## src/rtl/bsg_cache_nb_miss_target_queue_pkg.sv

```systemverilog
// Shared types and width helpers for the non-blocking cache miss target queue.
// The per-target payload stays opaque here; users pack it themselves.
package bsg_cache_nb_miss_target_queue_pkg;

    typedef enum logic [1:0] {
        e_serve_idle  = 2'd0,
        e_serve_fetch = 2'd1,
        e_serve_serve = 2'd2
    } serve_state_e;

    // Index width that never collapses to zero bits for single-element sets.
    function automatic int lg_min1(input int n);
        return (n > 1) ? $clog2(n) : 1;
    endfunction

    function automatic int cnt_width(input int n);
        return $clog2(n + 1);
    endfunction

endpackage

```

## src/rtl/bsg_cache_nb_miss_target_ptrs.sv

```systemverilog
// Head/tail/count bookkeeping for one MSHR's circular target FIFO.
// Pointers wrap modulo els_p, so non-power-of-two depths are handled.
module bsg_cache_nb_miss_target_ptrs
    import bsg_cache_nb_miss_target_queue_pkg::*;
#(
    parameter int els_p = 1
) (
    input  logic                          clk_i,
    input  logic                          reset_i,
    input  logic                          enq_i,
    input  logic                          deq_i,
    output logic [lg_min1(els_p)-1:0]     head_o,
    output logic [lg_min1(els_p)-1:0]     head_next_o,
    output logic [lg_min1(els_p)-1:0]     tail_o,
    output logic [cnt_width(els_p)-1:0]   count_o,
    output logic                          ready_o
);

    localparam int pw_lp = lg_min1(els_p);
    localparam int cw_lp = cnt_width(els_p);
    localparam logic [pw_lp-1:0] last_slot_lp = pw_lp'(els_p - 1);

    logic [pw_lp-1:0] head_q, head_d, tail_q, tail_d, tail_next;
    logic [cw_lp-1:0] count_q, count_d;
    logic             enq_ok, deq_ok;

    assign ready_o = (count_q != cw_lp'(els_p));
    assign enq_ok  = enq_i && ready_o;
    assign deq_ok  = deq_i && (count_q != '0);

    always_comb begin
        head_next_o = (head_q == last_slot_lp) ? '0 : head_q + pw_lp'(1);
        tail_next   = (tail_q == last_slot_lp) ? '0 : tail_q + pw_lp'(1);
        head_d      = deq_ok ? head_next_o : head_q;
        tail_d      = enq_ok ? tail_next : tail_q;
        count_d     = count_q;
        if (enq_ok && !deq_ok) begin
            count_d = count_q + cw_lp'(1);
        end else if (deq_ok && !enq_ok) begin
            count_d = count_q - cw_lp'(1);
        end
    end

    always_ff @(posedge clk_i) begin
        if (reset_i) begin
            head_q  <= '0;
            tail_q  <= '0;
            count_q <= '0;
        end else begin
            head_q  <= head_d;
            tail_q  <= tail_d;
            count_q <= count_d;
        end
    end

    assign head_o  = head_q;
    assign tail_o  = tail_q;
    assign count_o = count_q;

endmodule

```

## src/rtl/bsg_mem_1r1w_sync.sv

```systemverilog
// One-write one-read synchronous RAM; read data is registered (1-cycle latency)
// and holds until the next read. A same-cycle write to the read address is forwarded.
module bsg_mem_1r1w_sync
    import bsg_cache_nb_miss_target_queue_pkg::*;
#(
    parameter int width_p = 1,
    parameter int els_p   = 1
) (
    input  logic                        clk_i,
    input  logic                        w_v_i,
    input  logic [lg_min1(els_p)-1:0]   w_addr_i,
    input  logic [width_p-1:0]          w_data_i,
    input  logic                        r_v_i,
    input  logic [lg_min1(els_p)-1:0]   r_addr_i,
    output logic [width_p-1:0]          r_data_o
);

    logic [width_p-1:0] mem_q [els_p];
    logic [width_p-1:0] r_data_q;

    always_ff @(posedge clk_i) begin
        if (w_v_i) begin
            mem_q[w_addr_i] <= w_data_i;
        end
        if (r_v_i) begin
            r_data_q <= (w_v_i && (w_addr_i == r_addr_i)) ? w_data_i : mem_q[r_addr_i];
        end
    end

    assign r_data_o = r_data_q;

endmodule

```

## src/rtl/bsg_cache_nb_miss_target_queue.sv

```systemverilog
// Per-MSHR read-miss target queues in one shared RAM, drained by a serve engine.
// v_o rises 2 cycles after serve acceptance, then one entry per cycle while yumi_i is held.
module bsg_cache_nb_miss_target_queue
    import bsg_cache_nb_miss_target_queue_pkg::*;
#(
    parameter int entry_width_p  = 1,
    parameter int mshr_els_p     = 1,
    parameter int els_per_mshr_p = 1
) (
    input  logic                                                clk_i,
    input  logic                                                reset_i,
    input  logic                                                enq_v_i,
    input  logic [lg_min1(mshr_els_p)-1:0]                      enq_mshr_id_i,
    input  logic [entry_width_p-1:0]                            enq_data_i,
    output logic [mshr_els_p-1:0]                               ready_o,
    output logic [mshr_els_p-1:0][cnt_width(els_per_mshr_p)-1:0] count_o,
    input  logic                                                serve_v_i,
    input  logic [lg_min1(mshr_els_p)-1:0]                      serve_mshr_id_i,
    output logic                                                serve_ready_o,
    output logic                                                v_o,
    output logic [entry_width_p-1:0]                            data_o,
    output logic [lg_min1(mshr_els_p)-1:0]                      mshr_id_o,
    output logic                                                last_o,
    input  logic                                                yumi_i,
    output logic                                                done_o
);

    localparam int id_w_lp   = lg_min1(mshr_els_p);
    localparam int ptr_w_lp  = lg_min1(els_per_mshr_p);
    localparam int cnt_w_lp  = cnt_width(els_per_mshr_p);
    localparam int mem_els_lp = mshr_els_p * els_per_mshr_p;
    localparam int addr_w_lp = lg_min1(mem_els_lp);

    serve_state_e        state_q, state_d;
    logic [id_w_lp-1:0]  serve_id_q, serve_id_d;

    logic [ptr_w_lp-1:0] head      [mshr_els_p];
    logic [ptr_w_lp-1:0] head_next [mshr_els_p];
    logic [ptr_w_lp-1:0] tail      [mshr_els_p];
    logic [mshr_els_p-1:0] enq_ok, deq;

    logic                 deq_served, enq_to_served;
    logic [ptr_w_lp-1:0]  enq_tail, req_head, srv_head_next;
    logic [cnt_w_lp-1:0]  req_cnt, srv_cnt;
    logic                 r_v;
    logic [addr_w_lp-1:0] r_addr, w_addr;

    function automatic logic [addr_w_lp-1:0] slot_addr(input logic [id_w_lp-1:0]  id,
                                                       input logic [ptr_w_lp-1:0] ptr);
        return addr_w_lp'(id) * addr_w_lp'(els_per_mshr_p) + addr_w_lp'(ptr);
    endfunction

    for (genvar i = 0; i < mshr_els_p; i++) begin : g_mshr
        assign enq_ok[i] = enq_v_i && (enq_mshr_id_i == id_w_lp'(i)) && ready_o[i];
        assign deq[i]    = deq_served && (serve_id_q == id_w_lp'(i));

        bsg_cache_nb_miss_target_ptrs #(
            .els_p(els_per_mshr_p)
        ) ptrs (
            .clk_i      (clk_i),
            .reset_i    (reset_i),
            .enq_i      (enq_ok[i]),
            .deq_i      (deq[i]),
            .head_o     (head[i]),
            .head_next_o(head_next[i]),
            .tail_o     (tail[i]),
            .count_o    (count_o[i]),
            .ready_o    (ready_o[i])
        );
    end

    always_comb begin
        enq_tail      = '0;
        req_head      = '0;
        req_cnt       = '0;
        srv_head_next = '0;
        srv_cnt       = '0;
        enq_to_served = 1'b0;
        for (int i = 0; i < mshr_els_p; i++) begin
            if (enq_mshr_id_i == id_w_lp'(i)) begin
                enq_tail = tail[i];
            end
            if (serve_mshr_id_i == id_w_lp'(i)) begin
                req_head = head[i];
                req_cnt  = count_o[i];
            end
            if (serve_id_q == id_w_lp'(i)) begin
                srv_head_next = head_next[i];
                srv_cnt       = count_o[i];
                enq_to_served = enq_ok[i];
            end
        end
    end

    assign w_addr = slot_addr(enq_mshr_id_i, enq_tail);

    always_comb begin
        state_d       = state_q;
        serve_id_d    = serve_id_q;
        serve_ready_o = 1'b0;
        v_o           = 1'b0;
        last_o        = 1'b0;
        done_o        = 1'b0;
        deq_served    = 1'b0;
        r_v           = 1'b0;
        r_addr        = '0;
        unique case (state_q)
            e_serve_idle: begin
                serve_ready_o = 1'b1;
                if (serve_v_i) begin
                    if (req_cnt != '0) begin
                        state_d    = e_serve_fetch;
                        serve_id_d = serve_mshr_id_i;
                        r_v        = 1'b1;
                        r_addr     = slot_addr(serve_mshr_id_i, req_head);
                    end else begin
                        done_o = 1'b1;
                    end
                end
            end
            e_serve_fetch: begin
                state_d = e_serve_serve;
            end
            e_serve_serve: begin
                v_o    = 1'b1;
                // A same-cycle append to the served MSHR keeps the drain going.
                last_o = (srv_cnt == cnt_w_lp'(1)) && !enq_to_served;
                if (yumi_i) begin
                    deq_served = 1'b1;
                    if (last_o) begin
                        done_o  = 1'b1;
                        state_d = e_serve_idle;
                    end else begin
                        // Prefetch the next head so it is presented without a bubble;
                        // a just-appended entry arrives via RAM write forwarding.
                        r_v    = 1'b1;
                        r_addr = slot_addr(serve_id_q, srv_head_next);
                    end
                end
            end
            default: begin
                state_d = e_serve_idle;
            end
        endcase
    end

    always_ff @(posedge clk_i) begin
        if (reset_i) begin
            state_q    <= e_serve_idle;
            serve_id_q <= '0;
        end else begin
            state_q    <= state_d;
            serve_id_q <= serve_id_d;
        end
    end

    bsg_mem_1r1w_sync #(
        .width_p(entry_width_p),
        .els_p  (mem_els_lp)
    ) mem (
        .clk_i   (clk_i),
        .w_v_i   (|enq_ok),
        .w_addr_i(w_addr),
        .w_data_i(enq_data_i),
        .r_v_i   (r_v),
        .r_addr_i(r_addr),
        .r_data_o(data_o)
    );

    assign mshr_id_o = serve_id_q;

    always_ff @(posedge clk_i) begin
        if (!reset_i) begin
            assert (!(enq_v_i && !(|enq_ok)))
                else $warning("enqueue to full MSHR %0d dropped", enq_mshr_id_i);
            assert (!(yumi_i && !v_o))
                else $error("yumi_i asserted without v_o");
        end
    end

endmodule

```

## config.mk

```make
export PLATFORM = sky130hd
export DESIGN_NAME = bsg_cache_nb_miss_target_queue
export DESIGN_NICKNAME = d
export VERILOG_FILES = /design/src/rtl/bsg_cache_nb_miss_target_queue_pkg.sv /design/src/rtl/bsg_cache_nb_miss_target_ptrs.sv /design/src/rtl/bsg_mem_1r1w_sync.sv /design/src/rtl/bsg_cache_nb_miss_target_queue.sv
export SDC_FILE = /design/constraint.sdc
export NUM_CORES = 1
export LEC_CHECK = 0
export CAP_MARGIN = 20
export CORE_AREA = 2 2 39 41
export DETAILED_ROUTE_END_ITERATION = 8
export DIE_AREA = 0 0 41 43
export DONT_BUFFER_PORTS = 1
export MAX_ROUTING_LAYER = met4
export PLACE_DENSITY_LB_ADDON = 0.25
export SYNTH_ARGS = -nofsm -noshare
export SYNTH_HDL_FRONTEND = slang
export SYNTH_SLANG_ARGS = --single-unit
```

## constraint.sdc

```tcl
create_clock -name clk_i -period 3.1 [get_ports clk_i]
set_clock_uncertainty 0.1 [all_clocks]
set_input_delay 0.93 -clock clk_i [delete_from_list [all_inputs] [get_ports clk_i]]
set_output_delay 0.93 -clock clk_i [all_outputs]
set_load 0.005 [all_outputs]
```

# --- Word level (Yosys, flattened, before mapping) ---
# Memories as Yosys holds them, arrays and structs flattened.
# Index checks and enable logic that the tools add are counted.
totals:
  register_bits: 7
  latchBits: 0
  ramBits: 1
  rom_bits: 0
  in_bits: 8
  output_inout_bits: 8
  elab_cells: 78
  mem_count: 1
classes:
  n_addsub: 7
  mul: 0
  div: 0
  n_lt_le_gt_ge: 0
  n_eq_ne: 7
  shift: 0
  mux: 38
  bitwise_logic: 3
  reduce_logical: 16
memory_table:
  columns: ["name", "depth", "width", "read_ports", "rd_clocked_by_memory_dff", "wr", "line", "rtl"]
  rows:
  - ["mem.mem_q", 1, 1, 1, 0, 1, "bsg_mem_1r1w_sync.sv:18", "logic [width_p-1:0] mem_q [els_p];"]
op_table:
  columns: ["cell", "n"]
  rows:
  - ["2-to-1 mux 1 bit", 30]
  - ["logical AND 1 bit", 9]
  - ["2-to-1 mux 2 bit", 4]
  - ["!= test 2 bit, second input constant", 4]
  - ["case mux 1 bit (2 select lines)", 3]
  - ["case mux 2 bit (3 select lines)", 1]
  - ["AND reduction 4 bit", 1]
  - ["adder 1 bit", 3]
  - ["adder 1 bit, second input constant", 3]
  - ["zero test 1 bit", 3]
  - ["NOT 1 bit", 3]
  - ["AND reduction 3 bit", 1]
  - ["== test 2 x 1 -> 1 bit, second input constant", 1]
  - ["== test 2 bit, second input constant", 1]
  - ["zero test 2 bit", 1]
  - ["nonzero test 2 bit", 1]
  - ["== test 1 bit", 1]
  - ["subtractor 1 bit, second input constant", 1]

# --- Longest topological paths before layout ---
logic_depth:
  ltp_word: 12
  ltp_mapped: 4
  mapped_depth_nobuf: 4

# --- By module ---
# A second synthesis with hierarchy kept.
unflattened:
  hier_cells: 39
  area_unflattened_um2: 359.1
modules_own_cells:
  columns: ["module", "instances", "cells_each", "area_per_inst_um2", "seq_area_each_um2"]
  rows:
  - ["bsg_cache_nb_miss_target_queue", 1, 26, 210.2, 60.1]
  - ["bsg_mem_1r1w_sync", 1, 5, 87.6, 60.1]
  - ["bsg_cache_nb_miss_target_ptrs", 1, 8, 61.3, 20.0]

# --- Worst setup path before layout ---
# OpenSTA, ideal clock, no wires.
synth_path:
  path_type: "input to output"
  from: "input serve_mshr_id_i"
  to: "output done_o"
  arrival_ns: 1.156
  t_required_ns: 2.070
  setup_slack_ns: 0.914
  stages: 2
  n_path_buf: 0
  path_cell_list: "nor2b_1 > o22ai_1"
synth_between:
  elab_chain_len: 4
synth_rtl:
  columns: ["element", "line", "rtl"]
  rows:
  - ["from (decl)", "bsg_cache_nb_miss_target_queue.sv:18", "input logic [lg_min1(mshr_els_p)-1:0] serve_mshr_id_i,"]
  - ["2-to-1 mux 1 bit", "bsg_cache_nb_miss_target_queue.sv:83", "if (serve_mshr_id_i == id_w_lp'(i)) begin"]
  - ["2-to-1 mux 1 bit", "bsg_cache_nb_miss_target_queue.sv:111", "if (req_cnt != '0) begin"]
  - ["2-to-1 mux 1 bit", "bsg_cache_nb_miss_target_queue.sv:110", "if (serve_v_i) begin"]
  - ["case mux 1 bit (2 select lines)", "bsg_cache_nb_miss_target_queue.sv:107", "unique case (state_q)"]
  - ["to (decl)", "bsg_cache_nb_miss_target_queue.sv:25", "output logic done_o"]
# No other way between the ends.

# --- Worst setup path after layout ---
# Same ends and word-level chain as after synthesis.

==> impl_metrics.toml <==
[drt]
post_drt_wl_per_cell_um = 12.6
vias = 236
viasPerCell = 4.63
wirelength_um = 641
drc = 0
antenna_left = 0
dr.pass1.iters = 4
drt_iter0_markers = 8

[logic_synthesis]
synth_flop_cell = "dfxtp_1"
yosysWarningCount = 0
ys_seq_area_share_pct = 46.7
syn_area_um2 = 300
syn_inst = 31
syn_avg_cell_area_um2 = 9.69
synth_nets = 39
ys_ff_latch = 6
synthArstFlopShare_pct = 0
synth_edf_count = 2
yosysUniqueCellTypes = 18

[critical_path]
crit_chain = "nor2b_1 -> o22ai_1"
critical_path.slowest_cell = "nor2b_1"
critPathMaxFanout = 2
crit_buf_inv = 0
slowest_delay_ns = 0.14
crit_arrival_ns = 1.20
end_kind = "output pin"
criticalPathCategory = "primary input to output pin"
required_ns = 2.07
critPathLaunchType = "primary input"
crit_family = "simple AND/OR/NAND/NOR gates"

[sta]
period_share_pct = 71.8
finalSetupViolations = 0
tns_ns = 0
max_freq_ghz = 0.449
hold_violations = 0
period_needed_ns = 2.23
holdWs_ns = 0.379
setup_ws_ns = 0.873
relSlewSlack_pct = 81.1
rsz0062_at_grt = "false"
worstMarginPinSlew_ns = 0.283
finalMaxSlewViolations = 0

[grt]
grt_overflow = 0
use_met2_pct = 12.5
use_met1_pct = 8.44
globalRouteMet3Util_pct = 11.0
antenna_found_initial = 0
grt_pass1_wl_um = 1010
grt_pass1_vias = 240
busiest_layer = "met2"
grt.total_usage_pct = 9.70
grt_max_degree = 8

[clocking]
root_buffer = "clkbuf_4"
cts_resized = 0
post_cts_buffers = 0
cts.sinks = 6
cts-buffers-inserted = 3
clkLatencyLatePin_ns = 0.25
path_clk_slew_ns = 0.04
cts_tree = "done"
cts_buffer_depth = 2
cts_hold_buf = 0
htree_num_levels = 1

[placed_design]
portBuffers = 0
dp.cells = 47
place_congestion = 0.826
dpl.hpwl_um = 522
detailedPlace.worstSlack_ns = 0.886

[floorplan]
dieWidth_um = 41
design.die.area_mm2 = 0.00176
die_h_um = 43
pin_count = 16
fp-row-count = 14
core-area_mm2 = 0.00138
initial_utilization_pct = 21.7

[layout]
fillers = 151
final_nets = 44
n_antenna_cell = 0
drive_above_1_share_pct = 17.1
area_growth_pct = 15.4
layout.cells.non_filler = 51

[outcome]
outcome = "completed"

[power_and_ir_drop]
p_total_mw = 0.178
ir_worst_vdd_mv = 0.204
p_leak_nw = 0.136
p_per_area_mw_per_mm2 = 513

[job]
maxCapViolations = 0

[hold_path]
worstHoldPathType = "register to register"
==> metal layers <==
metal	share of wire [%]	vias up
li1	-	114
met1	39	107
met2	47	15
met3	14	0
met4	0	0
met5	0	-
==> area by class of cell <==
type / count / area [µm²] / area share [%]
clock buffer: 4 / 26.3 / 7.58
inverter: 3 / 11.3 / 3.25
multi-input combinational: 22 / 149 / 43.0
sequential: 6 / 140 / 40.4
tap: 16 / 20.0 / 5.78
==> worst paths after layout <==
path | from | to | slack, ns | cells after the start
max | serve_mshr_id_i | done_o | 0.87 | 2
min | state_q[0] | state_q[1] | 0.38 | 2
max reg2reg | g_mshr[0].ptrs.count_o | mem.r_data_o | 1.69 | 3
min reg2reg | state_q[0] | state_q[1] | 0.38 | 2
==> cells by family after synthesis <==
logic type / Yosys count / synth area share, %
buf+inv: 3 / 3.75
mux: 1 / 5.00
flops: 6 / 46.7
simple gates: 14 / 29.2
compound gates: 7 / 15.4
==> cell usage in the layout (no fill, tap or decap) <==
cell      instances
inv_1             3
and3b_1           1
nor2b_1           2
nor2_1            3
a21o_1            1
dfxtp_1           4
nand2_1           3
or2b_1            1
nand2b_1          2
o21ai_0           1
mux2_4            1
a21oi_1           2
clkbuf_4          3
nor3b_4           1
nand3_1           1
clkbuf_1          1
o21ai_2           1
edfxtp_1          2
o22ai_1           1
a311oi_1          1
==> sequential cells by signal, summed over array words and instances (netlist names) <==
name and count:
g_mshr.ptrs.count_o 1, mem.mem_q 1, mem.r_data_o 1, mshr_id_o 1
state_q 2
==> cell usage after synthesis (2+ instances only) <==
| cell | instances | area share (%) |
|---|---|---|
| inv_1 | 3 | 3.7 |
| edfxtp_1 | 2 | 20 |
| nand2_1 | 3 | 3.7 |
| nor2_1 | 3 | 3.7 |
| nor2b_1 | 2 | 4.2 |
| nand2b_1 | 2 | 4.2 |
| a21oi_1 | 2 | 3.3 |
| dfxtp_1 | 4 | 27 |
==> power breakdown <==
| part | switching (mW) | total [mW] | internal, mW |
|---|---|---|---|
| Clock | 0.0292 | 0.0780 | 0.0488 |
| Combinational | 0.00610 | 0.0133 | 0.00715 |
| Sequential | 0.00259 | 0.0866 | 0.0840 |
| Total | 0.0378 | 0.178 | 0.140 |
==> metrics by stage <==
step / instance area (µm²) / util [%]
6_report: 347 / 25.0
5_1_grt: 347 / 25.0
4_1_cts: 347 / 25.0
3_5_place_dp: 320 / 23.1
3_3_place_gp: 320 / 23.1
2_1_floorplan: 300 / -
(Power assumes the default switching activity.)
